===== src/rtl/lcd_pkg.sv =====
// Shared definitions for the LCD write path: word width, arbiter state
// encoding and default timing constants.
package lcd_pkg;

  localparam int LCD_DATA_W         = 18;
  localparam int LCD_GAP_CYCLES     = 2;
  localparam int LCD_TIMEOUT_CYCLES = 1024;

  typedef enum logic [2:0] {
    IDLE    = 3'd0,
    ISSUE   = 3'd1,
    WAIT_HI = 3'd2,
    WAIT_LO = 3'd3,
    GAP     = 3'd4
  } lcd_arb_state_t;

  // Counter width that never collapses to zero bits for tiny ranges.
  function automatic int lcd_cnt_w(input int n);
    return (n > 2) ? $clog2(n) : 1;
  endfunction

endpackage


===== src/rtl/lcd_write_arbiter_if.sv =====
// Requester-side and driver-side signals of the LCD write arbiter.
// The slave modport is the arbiter's view, master is the surrounding system.
interface lcd_write_arbiter_if
  import lcd_pkg::*;
#(
  parameter int NUM_REQ = 4,
  parameter int DATA_W  = LCD_DATA_W
);

  logic [NUM_REQ-1:0]        req;
  logic [NUM_REQ*DATA_W-1:0] req_data;
  logic [NUM_REQ-1:0]        req_line;
  logic [NUM_REQ-1:0]        req_set_line;
  logic [NUM_REQ-1:0]        gnt;
  logic [NUM_REQ-1:0]        done;
  logic                      err;
  logic                      busy;
  logic                      lcd_write;
  logic [DATA_W-1:0]         lcd_data;
  logic                      lcd_line;
  logic                      lcd_set_line;
  logic                      lcd_en;

  modport slave (
    input  req, req_data, req_line, req_set_line, lcd_en,
    output gnt, done, err, busy, lcd_write, lcd_data, lcd_line, lcd_set_line
  );

  modport master (
    output req, req_data, req_line, req_set_line, lcd_en,
    input  gnt, done, err, busy, lcd_write, lcd_data, lcd_line, lcd_set_line
  );

endinterface


===== src/rtl/lcd_write_arbiter_rr_pick.sv =====
// Combinational round-robin finder: first set request bit at or above ptr,
// wrapping modulo NUM_REQ.
module rr_pick #(
  parameter int NUM_REQ = 4,
  parameter int PW      = $clog2(NUM_REQ)
) (
  input  logic [NUM_REQ-1:0] req,
  input  logic [PW-1:0]      ptr,
  output logic               any,
  output logic [PW-1:0]      idx
);

  int k;

  always_comb begin
    any = 1'b0;
    idx = '0;
    k   = 0;
    for (int i = 0; i < NUM_REQ; i++) begin
      k = int'(ptr) + i;
      if (k >= NUM_REQ) k = k - NUM_REQ;
      if (!any && req[k]) begin
        any = 1'b1;
        idx = PW'(k);
      end
    end
  end

endmodule


===== src/rtl/lcd_write_arbiter.sv =====
// Round-robin arbiter and write sequencer sharing the LCD_Driver write port:
// latch winner, pulse lcdWrite, follow enableOut high/low with timeout, then gap.
module lcd_write_arbiter
  import lcd_pkg::*;
#(
  parameter int NUM_REQ        = 4,
  parameter int DATA_W         = LCD_DATA_W,
  parameter int GAP_CYCLES     = LCD_GAP_CYCLES,
  parameter int TIMEOUT_CYCLES = LCD_TIMEOUT_CYCLES
) (
  input logic                clk,
  input logic                rst,
  lcd_write_arbiter_if.slave bus
);

  localparam int PW = $clog2(NUM_REQ);
  localparam int TW = lcd_cnt_w(TIMEOUT_CYCLES);

  lcd_arb_state_t state, state_nxt;

  logic [PW-1:0]     rr_ptr;
  logic [PW-1:0]     owner;
  logic [TW-1:0]     timer;
  logic [3:0]        gap_cnt;
  logic              err_flag;
  logic [DATA_W-1:0] data_q;
  logic              line_q;
  logic              set_line_q;

  logic              pick_any;
  logic [PW-1:0]     pick_idx;
  logic [PW-1:0]     ptr_nxt;
  logic [DATA_W-1:0] pick_data;
  logic              timer_last;
  logic              gap_last;
  logic [NUM_REQ-1:0] owner_oh;

  logic [NUM_REQ-1:0] gnt_c;
  logic [NUM_REQ-1:0] done_c;
  logic               err_c;
  logic               busy_c;
  logic               write_c;

  rr_pick #(
    .NUM_REQ (NUM_REQ),
    .PW      (PW)
  ) u_pick (
    .req (bus.req),
    .ptr (rr_ptr),
    .any (pick_any),
    .idx (pick_idx)
  );

  assign pick_data  = bus.req_data[int'(pick_idx)*DATA_W +: DATA_W];
  assign ptr_nxt    = (int'(pick_idx) == NUM_REQ - 1) ? '0 : pick_idx + 1'b1;
  assign timer_last = (timer == TW'(TIMEOUT_CYCLES - 1));
  assign gap_last   = (gap_cnt == 4'(GAP_CYCLES - 1));

  always_ff @(posedge clk) begin
    if (rst) state <= IDLE;
    else     state <= state_nxt;
  end

  // The enableOut rising edge takes priority over a coincident timeout.
  always_comb begin
    state_nxt = state;
    case (state)
      IDLE:    if (pick_any) state_nxt = ISSUE;
      ISSUE:   state_nxt = WAIT_HI;
      WAIT_HI: begin
        if (bus.lcd_en)      state_nxt = WAIT_LO;
        else if (timer_last) state_nxt = GAP;
      end
      WAIT_LO: begin
        if (!bus.lcd_en)     state_nxt = GAP;
        else if (timer_last) state_nxt = GAP;
      end
      GAP:     if (gap_last) state_nxt = IDLE;
      default: state_nxt = IDLE;
    endcase
  end

  // Transfer bookkeeping; the latched word is cleared by reset so the driver
  // never sees stale data from an abandoned transfer.
  always_ff @(posedge clk) begin
    if (rst) begin
      rr_ptr     <= '0;
      owner      <= '0;
      timer      <= '0;
      gap_cnt    <= '0;
      err_flag   <= 1'b0;
      data_q     <= '0;
      line_q     <= 1'b0;
      set_line_q <= 1'b0;
    end else begin
      case (state)
        IDLE: begin
          if (pick_any) begin
            data_q     <= pick_data;
            line_q     <= bus.req_line[pick_idx];
            set_line_q <= bus.req_set_line[pick_idx];
            owner      <= pick_idx;
            rr_ptr     <= ptr_nxt;
          end
        end
        ISSUE: timer <= '0;
        WAIT_HI: begin
          if (bus.lcd_en)      timer    <= '0;
          else if (timer_last) err_flag <= 1'b1;
          else                 timer    <= timer + 1'b1;
        end
        WAIT_LO: begin
          if (!bus.lcd_en)     timer    <= '0;
          else if (timer_last) err_flag <= 1'b1;
          else                 timer    <= timer + 1'b1;
        end
        GAP: begin
          if (gap_last) begin
            gap_cnt  <= '0;
            err_flag <= 1'b0;
          end else begin
            gap_cnt  <= gap_cnt + 1'b1;
          end
        end
        default: ;
      endcase
    end
  end

  always_comb begin
    owner_oh        = '0;
    owner_oh[owner] = 1'b1;
    gnt_c           = '0;
    done_c          = '0;
    err_c           = 1'b0;
    write_c         = 1'b0;
    busy_c          = (state != IDLE);
    if (state == ISSUE) begin
      gnt_c   = owner_oh;
      write_c = 1'b1;
    end
    if (state == GAP && gap_last) begin
      done_c = owner_oh;
      err_c  = err_flag;
    end
  end

  assign bus.gnt          = gnt_c;
  assign bus.done         = done_c;
  assign bus.err          = err_c;
  assign bus.busy         = busy_c;
  assign bus.lcd_write    = write_c;
  assign bus.lcd_data     = data_q;
  assign bus.lcd_line     = line_q;
  assign bus.lcd_set_line = set_line_q;

endmodule


===== src/flat_wrapper.sv =====
// flat-port wrapper written by rule: the top's interface ports become plain ports
module lcd_write_arbiter_flat import lcd_pkg::*;
#(
  parameter int NUM_REQ        = 4,
  parameter int DATA_W         = LCD_DATA_W,
  parameter int GAP_CYCLES     = LCD_GAP_CYCLES,
  parameter int TIMEOUT_CYCLES = LCD_TIMEOUT_CYCLES
)
  (clk, rst, bus_req, bus_req_data, bus_req_line, bus_req_set_line, bus_lcd_en, bus_gnt, bus_done, bus_err, bus_busy, bus_lcd_write, bus_lcd_data, bus_lcd_line, bus_lcd_set_line);
  lcd_write_arbiter_if #(.NUM_REQ(NUM_REQ), .DATA_W(DATA_W)) bus_i ();
  input logic clk;
  input logic rst;
  input wire logic [$bits(bus_i.req)-1:0] bus_req;
  input wire logic [$bits(bus_i.req_data)-1:0] bus_req_data;
  input wire logic [$bits(bus_i.req_line)-1:0] bus_req_line;
  input wire logic [$bits(bus_i.req_set_line)-1:0] bus_req_set_line;
  input wire logic [$bits(bus_i.lcd_en)-1:0] bus_lcd_en;
  output wire logic [$bits(bus_i.gnt)-1:0] bus_gnt;
  output wire logic [$bits(bus_i.done)-1:0] bus_done;
  output wire logic [$bits(bus_i.err)-1:0] bus_err;
  output wire logic [$bits(bus_i.busy)-1:0] bus_busy;
  output wire logic [$bits(bus_i.lcd_write)-1:0] bus_lcd_write;
  output wire logic [$bits(bus_i.lcd_data)-1:0] bus_lcd_data;
  output wire logic [$bits(bus_i.lcd_line)-1:0] bus_lcd_line;
  output wire logic [$bits(bus_i.lcd_set_line)-1:0] bus_lcd_set_line;
  assign bus_i.req = bus_req;
  assign bus_i.req_data = bus_req_data;
  assign bus_i.req_line = bus_req_line;
  assign bus_i.req_set_line = bus_req_set_line;
  assign bus_i.lcd_en = bus_lcd_en;
  assign bus_gnt = bus_i.gnt;
  assign bus_done = bus_i.done;
  assign bus_err = bus_i.err;
  assign bus_busy = bus_i.busy;
  assign bus_lcd_write = bus_i.lcd_write;
  assign bus_lcd_data = bus_i.lcd_data;
  assign bus_lcd_line = bus_i.lcd_line;
  assign bus_lcd_set_line = bus_i.lcd_set_line;
  lcd_write_arbiter #(.NUM_REQ(NUM_REQ), .DATA_W(DATA_W), .GAP_CYCLES(GAP_CYCLES), .TIMEOUT_CYCLES(TIMEOUT_CYCLES)) u_core (.clk(clk), .rst(rst), .bus(bus_i));
endmodule

===== config.mk =====
export PLATFORM = sky130hd
export DESIGN_NAME = lcd_write_arbiter_flat
export DESIGN_NICKNAME = d
export VERILOG_FILES = /design/src/rtl/lcd_pkg.sv /design/src/rtl/lcd_write_arbiter_if.sv /design/src/rtl/lcd_write_arbiter_rr_pick.sv /design/src/rtl/lcd_write_arbiter.sv /design/src/flat_wrapper.sv
export SDC_FILE = /design/constraint.sdc
export NUM_CORES = 1
export LEC_CHECK = 0
export CORE_MARGIN = 3
export CORE_UTILIZATION = 45
export CTS_BUF_LIST = sky130_fd_sc_hd__clkbuf_8
export DETAILED_ROUTE_END_ITERATION = 8
export PLACE_DENSITY = 0.88
export SLEW_MARGIN = 25
export SYNTH_ARGS = -nofsm -noshare
export SYNTH_HDL_FRONTEND = slang
export SYNTH_SLANG_ARGS = --single-unit

===== constraint.sdc =====
create_clock -name clk -period 3.65 [get_ports clk]
set_input_delay 0.73 -clock clk [delete_from_list [all_inputs] [get_ports clk]]
set_output_delay 0.73 -clock clk [all_outputs]
set_load 0.02 [all_outputs]

# Word-level counts from Yosys, hierarchy flattened
# Cells that the tools add are included.
# Widths: inputs -> output; s select.
# totals
out_inout_bits	31
regBits	42
# op_classes
n_mul	1
magnitude_cmp	11
n_mux	51
reduce_logical	15
eq_ne	11
shifts	1
n_addsub	10
# op_table
operator	count
$lt 32x4->1 const B	4
$mux 32	4
$shiftx 72x32->18	1
$mux 10	3
$pmux 10 s3	1
$mux 1	21
$mux 3	5
$pmux 3 s5	1
$bmux 1 s2	6
$mux 4	3
$sub 3x3->4 const B	3
$add 10x1->10 const B	1
$eq 10x10->1 const B	1
$mux 2	5
$ge 3x3->1 const B	3
$reduce_bool 3->1	3
$add 2x2->3 const B	2
$eq 3x2->1 const B	2
$lt 2x3->1 const B	2
$mul 2x4->6 const B	1
$logic_and 1x1->1	5
$add 4x1->4 const B	1
$eq 4x1->1 const B	1
$ne 2x1->1 const B	2
other kinds (15)	19

# Logic depth before layout (Yosys ltp)
# depth
word_depth	17
mapped_depth	7
depth_no_buf	6

# Cells and area by module
# A second synthesis with hierarchy kept.
# hier_totals
hier_cells	281
area_unflattened_um2	2498.6
# modules_own_cells
module	instances	seq_area_each_um2	area_per_inst_um2	cells_per_inst
lcd_write_arbiter	1	840.8	2421.1	266
rr_pick	1	0.0	77.6	15

# Worst setup path after synthesis
# No wires, ideal clock.
# synth_path
path_type	reg2out
start	reg u_core.state[0]
end	out bus_done[0]
t_arrival_ns	1.598
n_path_buf	2
t_required_ns	2.920
path_slack_ns	1.322
stages_incl_launch_ff	7
path_cell_list	dfxtp_1 buf_2 nor2_1 and3_1 clkbuf_1 nand2_1 nor3_1
# synth_via
elab_chain_cells	3
# synth_lines
element	line_no	text
start, declared	lcd_write_arbiter.sv:19	lcd_arb_state_t state, state_nxt;
start signal, assigned	lcd_write_arbiter.sv:61	else state <= state_nxt;
$eq 3x3->1	lcd_write_arbiter.sv:142	if (state == GAP && gap_last) begin
$logic_and 1x1->1	lcd_write_arbiter.sv:142	
$mux 4	lcd_write_arbiter.sv:142	
end, declared	flat_wrapper.sv:19	output wire logic [$bits(bus_i.done)-1:0] bus_done;
# No other way between the ends.

# Final worst setup path
# Same ends and word-level chain as after synthesis.

==> results.json <==
{
  "run_status": "complete, no violations",
  "final_net_count": 463,
  "drc_marker_count_from_the_first_detailed_route_iteration": 136,
  "dieArea_sq_um": 6257,
  "power_switching_uw": 588.9,
  "cts_tree": "yes",
  "slew_headroom_pct": 57.75,
  "post_layout_cell_count": 443,
  "finalClockSkew_ns": 0.008574,
  "ys_top_cells_by_count": "mux2i_1 (46), dfxtp_1 (42), nand2_1 (30)",
  "core_region_area_sq_um": 4942,
  "async_reset_ff_share_pct": 0,
  "worstMarginPinSlew_ns": 0.6279,
  "synth_area_leader_cell": "dfxtp_1",
  "internal_power_mw": 1.070,
  "critical_path_class": "flop to output pin",
  "placed_cell_area_sq_um": 3637,
  "multi_input_comb_area_sq_um": 1473,
  "postCtsSetupRepairBufs": 0,
  "timing.critical_path.slowest_stage_cell": "clkdlybuf4s50_1",
  "number_of_antenna_violations_at_the_first_check_in_global_routing": 0,
  "detail_route.vias_per_cell": 5.526,
  "n_fill_cell": 376,
  "timing_hold_violations_final": 0,
  "power.share.switching_pct": 35.50,
  "synth.most_common_cell": "mux2i_1",
  "detail_route.wl_per_cell_microns": 17.43,
  "powerDensity_nw_per_um2": 444.9,
  "critical_path.top_delay_family": "simple AND/OR/NAND/NOR gates",
  "setup-violations-final": 0,
  "final.min_clock_period_ns": 3.085,
  "die_width_microns": 79.10,
  "hold_path_class": "flop to flop",
  "gpl.final_weighted_congestion": 0.7907,
  "clock_power_share_pct": 18.7,
  "post-route-period-util_pct": 84.53,
  "clk_path_buf_depth": 2,
  "postLayoutSetupSlackWorst_ns": 0.5646,
  "syn-instance-count": 262,
  "synthesized_area_per_cell_sq_um": 9.179,
  "setup.worst_path.end_class": "output pin",
  "worstPathBufferInverterCount": 1,
  "number_of_top_level_pins": 118,
  "detailedPlacementHpwl_microns": 6028,
  "route.final.wire_length_microns": 7720,
  "io_buffers": 117,
  "critical_path_peak_fanout": 11,
  "netlist-cell-type-count": 41,
  "drive_gt1_share_pct": 7.713,
  "largest_net_degree_at_the_start_of_global_routing": 33,
  "final_std_cell_area_no_fill_sq_um": 3729,
  "clock_sink_count": 42,
  "worst-endpoint-arrival_ns": 2.36,
  "mappedNetlistNets": 350,
  "setup-tns-final_ns": 0,
  "synth.cell_area_sq_um": 2405,
  "crit_path_start_kind": "flop",
  "clkTransAtPathRegs_ns": 0.08,
  "fp-row-count": 25,
  "comb_power_share_pct": 45.2,
  "seqPwrFrac_pct": 36.1,
  "cts_repair_resize_count": 0,
  "drt.antenna.violating_nets": 0,
  "vias_in_the_first_global_route": 2334,
  "via_count_of_the_routed_design": 2448,
  "postSynthRegisterBits": 42,
  "pre_cts_slack_ns": 0.7328,
  "clock_tree.htree_level_count": 2,
  "cts_buffers": 5,
  "slew_viol_final": 0,
  "p_leak_nw": 1.389,
  "detailedRoute.firstPassIterationCount": 4,
  "global_route.usage.total_pct": 24.30,
  "worstPathCellList": "nor2_1, and3_1, nand2_1, nor3_1, clkdlybuf4s50_1",
  "ctsRootBufferMaster": "clkbuf_8",
  "antenna_cells_inserted": 0,
  "unrepaired_setup_endpoints_after_global_routing": "no",
  "ys_warn_count": 0,
  "post_synth_main_area_contributors": "dfxtp_1 (35%), mux2i_1 (19%), o221ai_2 (6.9%), nand2_1 (4.7%), nor2_1 (4.4%)",
  "worstSkewPairLatency_ns": 0.30,
  "synth-edff-count": 0,
  "synth.yosys.seq_area_share_pct": 34.96,
  "synthFlopType": "dfxtp_1",
  "ctsHoldBuffers": 0,
  "placedCellCount": 435,
  "ir_drop_uv": 372.4,
  "crit_required_ns": 2.92,
  "clock.fmax_ghz": 0.3241,
  "drc_errors": 0,
  "area_growth_syn_to_layout_pct": 55.05,
  "cap_viol_max_count": 0,
  "critPathMaxStageDelay_ns": 0.63,
  "power_consumption_mw": 1.659,
  "die-height_microns": 79.10,
  "starting_utilization_of_the_core_area_pct": 48.66,
  "globalRoute.totalOverflow": 0,
  "global_route_wire_length_before_repair_microns": 11830,
  "ff_latch_area_sq_um": 840.8,
  "netlist.area_leader.share_pct": 34.96
}
==> registers in the layout, summed over array words and instances (netlist names) <==
| signal | flops |
|---|---|
| u_core.state | 3 |
| u_core.bus.lcd_data | 18 |
| u_core.bus.lcd_line | 1 |
| u_core.rr_ptr | 2 |
| u_core.owner | 2 |
| u_core.timer | 10 |
| u_core.err_flag | 1 |
| u_core.gap_cnt | 4 |
| u_core.bus.lcd_set_line | 1 |
==> worst min-delay path, cell delays in order, from the launching register on <==
cell,delay (ns)
dfxtp_1,0.33
nand2_1,0.06
o221ai_2,0.05
==> cell type report <==
class                           count  share of cell area [%]
Inverter                            5                  0.5034
Multi-Input combinational cell    199                   39.50
Tap cell                           67                   2.248
Clock buffer                        6                   2.215
Sequential cell                    42                   22.55
Timing Repair Buffer              122                   32.75
Clock inverter                      2                  0.2349
==> power by group through the flow <==
stage / clock (mW) / sequential, mW / combinational (mW)
2_1_floorplan: 0 / 0.654 / 0.387
3_3_place_gp: 0 / 0.604 / 0.731
3_5_place_dp: 0 / 0.608 / 0.749
4_1_cts: 0.313 / 0.598 / 0.754
5_1_grt: 0.333 / 0.608 / 0.798
6_report: 0.310 / 0.599 / 0.750
==> per-stage QoR <==
| stage | hold WS [ns] | util [%] |
|---|---|---|
| after global routing | 0.4994 | 75.44 |
| after floorplan | 0.4489 | - |
| after global placement | 0.4416 | 73.59 |
| after CTS | 0.4728 | 75.44 |
| after detailed placement | 0.4542 | 73.59 |
| final | 0.4697 | 75.44 |
==> cell usage in the layout (no fill, tap or decap), types with 2 or more instances in the layout <==
cell             netlist  layout
mux2i_1               46      46
nor2_1                28      28
dfxtp_1               42      42
xor2_1                 7       7
and4_1                 2       2
and3_1                 4       4
o221ai_1               9       9
nand2b_1               4       4
a21oi_1               10      10
inv_1                  5       6
nand3_1                6       6
o21ai_0                4       4
and2_1                 2       2
o221ai_2              11      11
a41oi_1                3       3
clkbuf_8               0       6
nand4_1                2       2
clkdlybuf4s50_1        0     117
xnor2_1                5       5
buf_4                  0       4
nor3_1                 5       5
a211oi_1               4       4
nand2_1               30      30
==> cells by family (layout without fill, tap and decap cells) <==
group	count (synthesis)	after routing	share of synthesized area, %
AND/OR/NAND/NOR	90	90	17.53
AO/OA/AOI/OAI	50	50	19.20
flip-flops	42	42	34.96
buffers and inverters	21	135	4.266
XOR/XNOR	12	12	4.370
adder cells (fa/ha/maj)	1	1	0.5202
multiplexers	46	46	19.15
==> routing by layer <==
metal	wire length [microns]	part of all wire, %	global-route usage, %
met5	0	0	0
met2	3690	48	39.23
met1	3278	42	30.78
met4	96	1.2	6.873
met3	655	8.5	8.277
==> final timing paths <==
check | endpoint | depth (start not counted) | slack (ns) | from
worst max register to register | u_core.bus.lcd_data[10] | 5 | 1.50 | u_core.state[0]
worst min register to register | u_core.bus.lcd_data[6] | 2 | 0.47 | u_core.bus.lcd_data[6]
worst min-delay path | u_core.bus.lcd_data[6] | 2 | 0.47 | u_core.bus.lcd_data[6]
worst max-delay path | bus_done[0] | 5 | 0.56 | u_core.state[0]
Note: power is estimated with default switching activity, not from simulation.
